File: src/rtl/mips_pkg.sv
// Shared MIPS-Lite definitions: datapath width, register-specifier width,
// HALT opcode and the hazard-controller FSM encoding.
package mips_pkg;

  localparam int DATA             = 32;
  localparam int REG_W_DEF        = 5;
  localparam int DRAIN_CYCLES_DEF = 3;   // EX, MEM, WB behind HALT

  localparam logic [5:0] OP_HALT  = 6'h3F;

  typedef enum logic [1:0] {
    ST_RUN    = 2'd0,
    ST_DRAIN  = 2'd1,
    ST_HALTED = 2'd2
  } hz_state_e;

endpackage

File: src/rtl/pipeline_hazard_ctrl_sat_counter.sv
// Saturating up-counter: sticks at all-ones instead of wrapping.
module sat_counter #(
  parameter int W = 32
) (
  input  logic         clk_i,
  input  logic         rst_i,
  input  logic         en_i,
  output logic [W-1:0] count_o
);

  logic [W-1:0] count_q, count_d;

  // next count: +1 when enabled and not yet saturated
  always_comb begin
    count_d = count_q;
    if (en_i && (count_q != '1)) count_d = count_q + W'(1);
  end

  // count register, cleared asynchronously
  always_ff @(posedge clk_i or posedge rst_i) begin
    if (rst_i) count_q <= '0;
    else       count_q <= count_d;
  end

  assign count_o = count_q;

endmodule

File: src/rtl/pipeline_hazard_ctrl.sv
// Stall / flush / halt sequencer for the 5-stage MIPS-Lite pipeline.
// Hazard outputs are combinational from the ID/EX stage fields; HALT freezes
// fetch, drains the remaining stages, then reports a sticky halted.
module pipeline_hazard_ctrl import mips_pkg::*; #(
  parameter int DRAIN_CYCLES = DRAIN_CYCLES_DEF,
  parameter int CNT_W        = 32,
  parameter int REG_W        = REG_W_DEF
) (
  input  logic             clk,
  input  logic             reset,
  input  logic             id_valid,
  input  logic [REG_W-1:0] id_rs,
  input  logic [REG_W-1:0] id_rt,
  input  logic             id_uses_rt,
  input  logic             id_is_halt,
  input  logic             ex_valid,
  input  logic             ex_is_load,
  input  logic [REG_W-1:0] ex_rt,
  input  logic             ex_branch_taken,
  output logic             hazard_detected,
  output logic             halt_signal,
  output logic             ifid_flush,
  output logic             idex_bubble,
  output logic             halted,
  output logic [CNT_W-1:0] stall_count,
  output logic [CNT_W-1:0] cycle_count
);

  localparam int            DCW        = (DRAIN_CYCLES > 1) ? $clog2(DRAIN_CYCLES) : 1;
  localparam logic [DCW-1:0] DRAIN_LOAD = DCW'(DRAIN_CYCLES - 1);

  hz_state_e      state_q;
  logic [DCW-1:0] drain_q;
  logic           halted_q;

  logic load_use, halt_now;
  logic hazard_d, halt_sig_d, flush_d, bubble_d;

  // r0 is hardwired zero, so a load to it never creates a dependency
  assign load_use = ex_valid & ex_is_load & (ex_rt != '0) & id_valid &
                    ((ex_rt == id_rs) | (id_uses_rt & (ex_rt == id_rt)));

  // taken branch squashes whatever sits in ID; a load-use stall defers HALT
  assign halt_now = (state_q == ST_RUN) & id_valid & id_is_halt &
                    ~load_use & ~ex_branch_taken;

  // per-state control outputs; once halting, fetch stays frozen and squashed
  always_comb begin
    hazard_d   = 1'b0;
    halt_sig_d = 1'b0;
    flush_d    = 1'b0;
    bubble_d   = 1'b0;
    case (state_q)
      ST_RUN: begin
        hazard_d   = load_use & ~ex_branch_taken;
        halt_sig_d = halt_now;
        flush_d    = ex_branch_taken | halt_now;
        bubble_d   = ex_branch_taken | (load_use & ~ex_branch_taken);
      end
      default: begin
        halt_sig_d = 1'b1;
        flush_d    = 1'b1;
        bubble_d   = 1'b1;
      end
    endcase
  end

  // halt sequencer: RUN -> DRAIN (count down) -> HALTED until reset
  always_ff @(posedge clk or posedge reset) begin
    if (reset) begin
      state_q  <= ST_RUN;
      drain_q  <= '0;
      halted_q <= 1'b0;
    end else begin
      case (state_q)
        ST_RUN: begin
          if (halt_now) begin
            state_q <= ST_DRAIN;
            drain_q <= DRAIN_LOAD;
          end
        end
        ST_DRAIN: begin
          if (drain_q == '0) begin
            state_q  <= ST_HALTED;
            halted_q <= 1'b1;
          end else begin
            drain_q <= drain_q - DCW'(1);
          end
        end
        ST_HALTED: halted_q <= 1'b1;
        default:   state_q  <= ST_RUN;
      endcase
    end
  end

  sat_counter #(.W(CNT_W)) u_stall_cnt (
    .clk_i   (clk),
    .rst_i   (reset),
    .en_i    (hazard_d),
    .count_o (stall_count)
  );

  sat_counter #(.W(CNT_W)) u_cycle_cnt (
    .clk_i   (clk),
    .rst_i   (reset),
    .en_i    (state_q != ST_HALTED),
    .count_o (cycle_count)
  );

  assign hazard_detected = hazard_d;
  assign halt_signal     = halt_sig_d;
  assign ifid_flush      = flush_d;
  assign idex_bubble     = bubble_d;
  assign halted          = halted_q;

endmodule
File: config.mk
export PLATFORM = sky130hd
export DESIGN_NAME = pipeline_hazard_ctrl
export DESIGN_NICKNAME = d
export VERILOG_FILES = /design/src/rtl/mips_pkg.sv /design/src/rtl/pipeline_hazard_ctrl_sat_counter.sv /design/src/rtl/pipeline_hazard_ctrl.sv
export SDC_FILE = /design/constraint.sdc
export NUM_CORES = 1
export LEC_CHECK = 0
export CAP_MARGIN = 20
export CORE_MARGIN = 3
export CORE_UTILIZATION = 49
export DETAILED_ROUTE_END_ITERATION = 12
export PLACE_DENSITY = 0.8
export REMOVE_ABC_BUFFERS = 1
export SYNTH_ARGS = -nofsm -noshare
export SYNTH_HDL_FRONTEND = slang
export SYNTH_HIERARCHICAL = 1
export SYNTH_SLANG_ARGS = --single-unit
File: constraint.sdc
create_clock -name clk -period 3.6 [get_ports clk]
set_input_delay 0.54 -clock clk [delete_from_list [all_inputs] [get_ports clk]]
set_output_delay 0.54 -clock clk [all_outputs]
set_load 0.01 [all_outputs]
Word-level counts from Yosys, hierarchy flattened
Cells that the tools add are included.
{"block": "word_totals", "register_bits": 69, "wordCells": 56}
{"block": "op_classes", "n_addsub": 3, "eq_ne": 10, "muxes": 12, "bitwise": 16, "reduce_logical": 10}
{"op": "32-bit by 1-bit adder with 32-bit output (second input constant)", "n": 2}
{"op": "32-bit inequality test (second input constant)", "n": 2}
{"op": "1-bit bitwise AND", "n": 10}
{"op": "5-bit == test", "n": 2}
{"op": "2-bit two-way mux", "n": 4}
{"op": "2-bit inequality test (second input constant)", "n": 4}
{"op": "2-bit one-hot mux with 3 select lines", "n": 1}
{"op": "3-bit AND reduction", "n": 2}
{"op": "1-bit two-way mux", "n": 5}
{"op": "5-bit nonzero test", "n": 1}
{"op": "2-bit logical NOT", "n": 2}
{"op": "2-bit one-hot mux with 2 select lines", "n": 1}
{"op": "2-bit nonzero test", "n": 2}
{"op": "1-bit NOT", "n": 3}
{"op": "1-bit bitwise OR", "n": 3}
{"op": "2-bit by 1-bit == test with 1-bit output (second input constant)", "n": 1}
{"op": "2-bit == test (second input constant)", "n": 1}
{"op": "1-bit logical AND", "n": 2}
{"op": "1-bit one-hot mux with 2 select lines", "n": 1}
{"op": "2-bit AND reduction", "n": 1}
{"op": "2-bit by 1-bit subtractor with 2-bit output (second input constant)", "n": 1}

Logic depth before layout (Yosys ltp)
{"block": "depth", "ltp_word": 9, "depth_mapped": 10, "ltp_nobuf": 9}

By module
Netlist, hierarchy kept.
{"mod": "sat_counter (u_cycle_cnt)", "n_inst": 1, "cells_per_inst": 153, "area_each_um2": 1635.3, "seq_area_each_um2": 800.8}
{"mod": "sat_counter (u_stall_cnt)", "n_inst": 1, "cells_per_inst": 139, "area_each_um2": 1561.5, "seq_area_each_um2": 800.8}
{"mod": "pipeline_hazard_ctrl", "n_inst": 1, "cells_per_inst": 53, "area_each_um2": 427.9, "seq_area_each_um2": 125.1}

Least setup slack after synthesis
No wires, ideal clock.
{"block": "synth_path", "kind": "input-to-reg", "start": "input ex_rt[3]", "end": "register u_stall_cnt.count_q[31], in the netlist u_stall_cnt/count_o[31]", "setup_time_ns": 0.125, "t_arrival_ns": 3.001, "slack_ns": 0.474, "cell_stages": 10, "n_path_buf": 1, "path_cell_list": "xor2_1 > nor4_1 > a32oi_1 > nor3_1 > clkbuf_2 > nand3_1 > or4_4 > a311oi_4 > nand4_1 > xnor2_1"}
{"block": "synth_via", "elab_chain_len": 7, "word_cells_on_any_way": 11, "classes_between": "eq/ne: 2; mux: 1; bitwise: 6; reduce/logical: 2"}
{"item": "start: declaration", "line_no": "pipeline_hazard_ctrl.sv:18", "rtl": "input logic [REG_W-1:0] ex_rt,"}
{"item": "5-bit == test or 5-bit nonzero test (tied branches)", "line_no": "pipeline_hazard_ctrl.sv:41, pipeline_hazard_ctrl.sv:40"}
{"item": "1-bit bitwise AND (on tied branches)", "line_no": "pipeline_hazard_ctrl.sv:41, pipeline_hazard_ctrl.sv:40"}
{"item": "1-bit bitwise OR or 1-bit bitwise AND (tied branches)", "line_no": "pipeline_hazard_ctrl.sv:41, pipeline_hazard_ctrl.sv:40"}
{"item": "1-bit bitwise AND *", "line_no": "pipeline_hazard_ctrl.sv:40", "rtl": "assign load_use = ex_valid & ex_is_load & (ex_rt != '0) & id_valid &"}
{"item": "1-bit bitwise AND *", "line_no": "pipeline_hazard_ctrl.sv:55", "rtl": "hazard_d = load_use & ~ex_branch_taken;"}
{"item": "1-bit two-way mux *", "line_no": "pipeline_hazard_ctrl.sv:53", "rtl": "case (state_q)"}
{"item": "named net hazard_detected", "line_no": "pipeline_hazard_ctrl.sv:20", "rtl": "output logic hazard_detected,"}
{"item": "1-bit logical AND *", "line_no": "pipeline_hazard_ctrl_sat_counter.sv:16", "rtl": "if (en_i && (count_q != '1)) count_d = count_q + W'(1);"}
{"item": "end signal: assignment", "line_no": "pipeline_hazard_ctrl_sat_counter.sv:22", "rtl": "else count_q <= count_d;"}
{"item": "end: declaration", "line_no": "pipeline_hazard_ctrl_sat_counter.sv:11", "rtl": "logic [W-1:0] count_q, count_d;"}
The timed path passes the listed nets; every way through them passes the cells marked *.
A chain may end at the register's enable or synchronous reset.

Worst setup path after layout
{"block": "layout_path", "start": "input ex_rt[1]", "end": "output hazard_detected"}
{"block": "layout_via", "elab_chain_len": 6, "word_cells_on_any_way": 10, "classes_between": "eq/ne: 2; mux: 1; bitwise: 6; reduce/logical: 1"}
{"item": "5-bit == test or 5-bit nonzero test (tied branches)", "line_no": "pipeline_hazard_ctrl.sv:41, pipeline_hazard_ctrl.sv:40"}
{"item": "1-bit bitwise AND (on tied branches)", "line_no": "pipeline_hazard_ctrl.sv:41, pipeline_hazard_ctrl.sv:40"}
{"item": "1-bit bitwise OR or 1-bit bitwise AND (tied branches)", "line_no": "pipeline_hazard_ctrl.sv:41, pipeline_hazard_ctrl.sv:40"}
{"item": "1-bit bitwise AND *", "line_no": "pipeline_hazard_ctrl.sv:40"}
{"item": "1-bit bitwise AND *", "line_no": "pipeline_hazard_ctrl.sv:55"}
{"item": "1-bit two-way mux *", "line_no": "pipeline_hazard_ctrl.sv:53"}
{"item": "end: declaration", "line_no": "pipeline_hazard_ctrl.sv:20"}
Mark *: on every way between the ends. The rest lies on a longest branch, timed or not.

==> impl_metrics.yaml <==
synth:
  postSynth.topFlopCell: "dfrtp_1"
  flop_and_latch_count_out_of_synthesis: 69
  synth_edf_count: 0
  synth_xor_area_share_pct: 15.7
  post_synthesis_instance_area_um2: 3620
  mean_instance_size_in_the_synthesized_netlist_um2: 10.5
  synth_top_area_cell: "dfrtp_1"
  netlist.area_leader.share_pct: 47.6
  synth.yosys.warnings: 6
  yosys.area_share.adder_pct: 1.04
  synth-simple-area-share_pct: 26.1
  ys_top_cells_by_area: "dfrtp_1 (48%), xnor2_1 (12%), nand3_1 (5.5%)"
  yosys-top-cells-count: "dfrtp_1 (69), xnor2_1 (51), nand3_1 (40)"
  synthesis.instances: 345
  synth_compound_area_share_pct: 6.25
  yosysSeqAreaShare_pct: 47.6
  synth_mux_area_share_pct: 1.31
  most_frequent_cell_after_synthesis: "dfrtp_1"
  synth_top_family_by_area: "simple AND/OR/NAND/NOR gates"
  yosys.cell_types.count: 54
  synth-async-reset-ratio_pct: 100
critical_path:
  regToRegStartpoint: "state_q[0]"
  most_frequent_cell_on_critical_path: "clkdlybuf4s50_1"
  crit_path_capture_type: "output pin"
  crit_path_start: "ex_rt[1]"
  path_cells: "clkdlybuf4s50_1, xor2_1, nor4_1, a32oi_1, nor3_1, buf_4, clkdlybuf4s50_1"
  critical-path-slowest-cell: "clkdlybuf4s50_1"
  timing.critical_path.required_ns: 3.06
  cp_slowest_stage_delay_ns: 0.55
  critical_path.startpoint_type: "input pin"
  path_max_fanout: 7
  cp.arrival_ns: 2.79
  timing.setup.critical_path_class: "input pin to output pin"
  regToRegSetupSlack_ns: 0.84
  worst_r2r_path_depth: 7
  reg2reg_to: "u_stall_cnt/count_o[23]"
global_route:
  grt_busiest_layer: "met2"
  global_route_wire_length_before_repair_um: 14300
  grt_antenna_before_repair: 0
  gr-usage-met2_pct: 35.8
  grt.met3_usage_pct: 4.27
  grt_max_degree: 33
  grt_pass1_vias: 3095
  grtUsageTotal_pct: 20.9
  global_route.usage.met1_pct: 26.2
  grt_overflow: 0
placed_design:
  post_dp_cell_area_um2: 4670
  gp_routability_congestion: 0.833
  port_buffers: 91
  hpwl_um: 6010
  pre_cts_ws_ns: -0.0818
clock_network:
  clock_path_buffers: 2
  cts_hold_repair.buffers: 0
  cts-resized-gates: 0
  worstSkewPairLatency_ns: 0.34
  htree_levels: 3
  cts.repair_timing.setup_buffer_count: 0
  cts_inserted_buffers: 9
  clock_tree_from_tritoncts: "yes"
  cts_root_buf: "clkbuf_8"
  clkSinkCount: 69
  clkTransAtPathRegs_ns: 0.07
finish:
  nets: 473
  final_layout_size_suffix_gt1_share_pct: 9.73
  antenna_cells_inserted: 0
  flow.area_growth_from_synthesis_pct: 34.4
  postLayoutCellArea_um2: 4870
  fraction_of_the_core_area_covered_by_cells_at_the_end_of_the_flow_pct: 69.8
die:
  core.rowCount: 30
  core_region_area_um2: 6980
  die-height_um: 92.0
  dieWidth_um: 92.0
  io_pins: 92
  fp.dieArea_um2: 8470
  effective_utilization_at_floorplan_pct: 51.9
detailed_routing:
  drt-vias-per-instance: 5.55
  tritonroute_pass_1_iters: 4
  drc: 0
  drt-wirelength-per-cell_um: 15.3
  detail_route.iter0.violations: 102
  routed-via-count: 3040
  antenna_violating_nets_post_route: 0
  routed_wl_um: 8370
pwr:
  ir_worst_vdd_v: 0.000149
  power_per_cell_area_nw_per_um2: 302
  post-layout-total-power_mw: 1.47
  total_leakage_power_nw: 1.99
timing:
  timing_max_transition_violations_final: 0
  period_share_pct: 92.5
  final-setup-viol-count: 0
  grt_setup_unrepaired: "false"
  hold_violations: 0
  max_freq_mhz: 300
  worstMarginPinSlew_ns: 0.660
  slew_headroom_pct: 55.9
  fin_skew_ns: 0.00781
  finalCriticalPeriod_ns: 3.33
  postLayoutSetupSlackWorst_ns: 0.271
hold_path:
  min_path_type: "input pin to asynchronous set/reset pin"
run_status:
  status: "finished clean"
run:
  max-cap-violations: 0
## stage by stage
stage                     instances  hold slack, ns  TNS [ns]
final                           548           0.460         0
after CTS                       548           0.457         0
after floorplan                 339           0.319         0
after global placement          532           0.452  -0.00155
after global routing            548           0.497         0
after detailed placement        532           0.454    -0.580
## routing by layer
layer  up-vias  wire, µm
li1       1443         -
met1      1493      3550
met2        96      4260
met3         8       509
met5         -         0
met4         0        51
## worst max path at each step
stage / end / slack [ns] / cells past startpoint
after floorplan: u_stall_cnt/count_o[31] / 0.28 / 9
after global placement: u_stall_cnt/count_o[31] / -0.002 / 10
after detailed placement: u_stall_cnt/count_o[29] / -0.08 / 10
after CTS: hazard_detected / 0.23 / 7
after global routing: u_stall_cnt/count_o[29] / 0.04 / 10
final: hazard_detected / 0.27 / 7
## power breakdown
group	internal (mW)	total [mW]	leakage, nW	switching [mW]
logic	0.0290	0.0567	0.955	0.0277
clock network	0.340	0.641	0.0959	0.301
registers	0.774	0.774	0.944	0
total	1.14	1.47	1.99	0.328
## critical path, delay by kind of cell
kind | cells | cell delay, ns
buffers and inverters | 3 | 1.24
AO/OA/AOI/OAI | 1 | 0.19
XOR/XNOR | 1 | 0.19
AND/OR/NAND/NOR | 2 | 0.61
## area by class of cell
cell class / count / area, µm²
fillers: 544 / 2110
flip-flops and latches: 69 / 1730
repair buffers: 97 / 956
well taps: 96 / 120
inverters: 11 / 41.3
clock inverters: 5 / 58.8
multi-input cells: 259 / 1830
clock buffers: 11 / 141
## cells in the final DEF, fill, tap and decap left out, types with 2 or more instances in the layout
cell and n:
and3_1 15, a22o_1 2, nor2_1 24, and2_1 2
xor2_1 14, nand2_1 21, xnor2_1 51, clkdlybuf4s50_1 91
buf_4 6, nand4_4 2, or3_1 2, nand4_1 22
nor3_1 7, a31oi_1 4, inv_1 11, nor4_4 2
or4_4 2, a41oi_1 2, ha_1 3, a21oi_1 5
clkbuf_8 10, nand3_1 40, mux2_2 2, dfrtp_1 69
o21ai_0 4, and4_1 2, clkinvlp_4 2, nor4_1 5
## registers in the layout, summed over array words and instances (netlist names)
name	cells
state_q	2
u_cycle_cnt/count_o	32
u_stall_cnt/count_o	32
drain_q	2
halted	1
## kinds of logic (layout without fill, tap and decap cells)
group	count (synthesis)	count (layout)
AO/OA/AOI/OAI	27	27
adder cells (fa/ha/maj)	3	3
AND/OR/NAND/NOR	160	160
multiplexers	4	4
flip-flops	69	69
XOR/XNOR	65	65
buffers and inverters	17	124
Power figures use the tool's default switching activity.
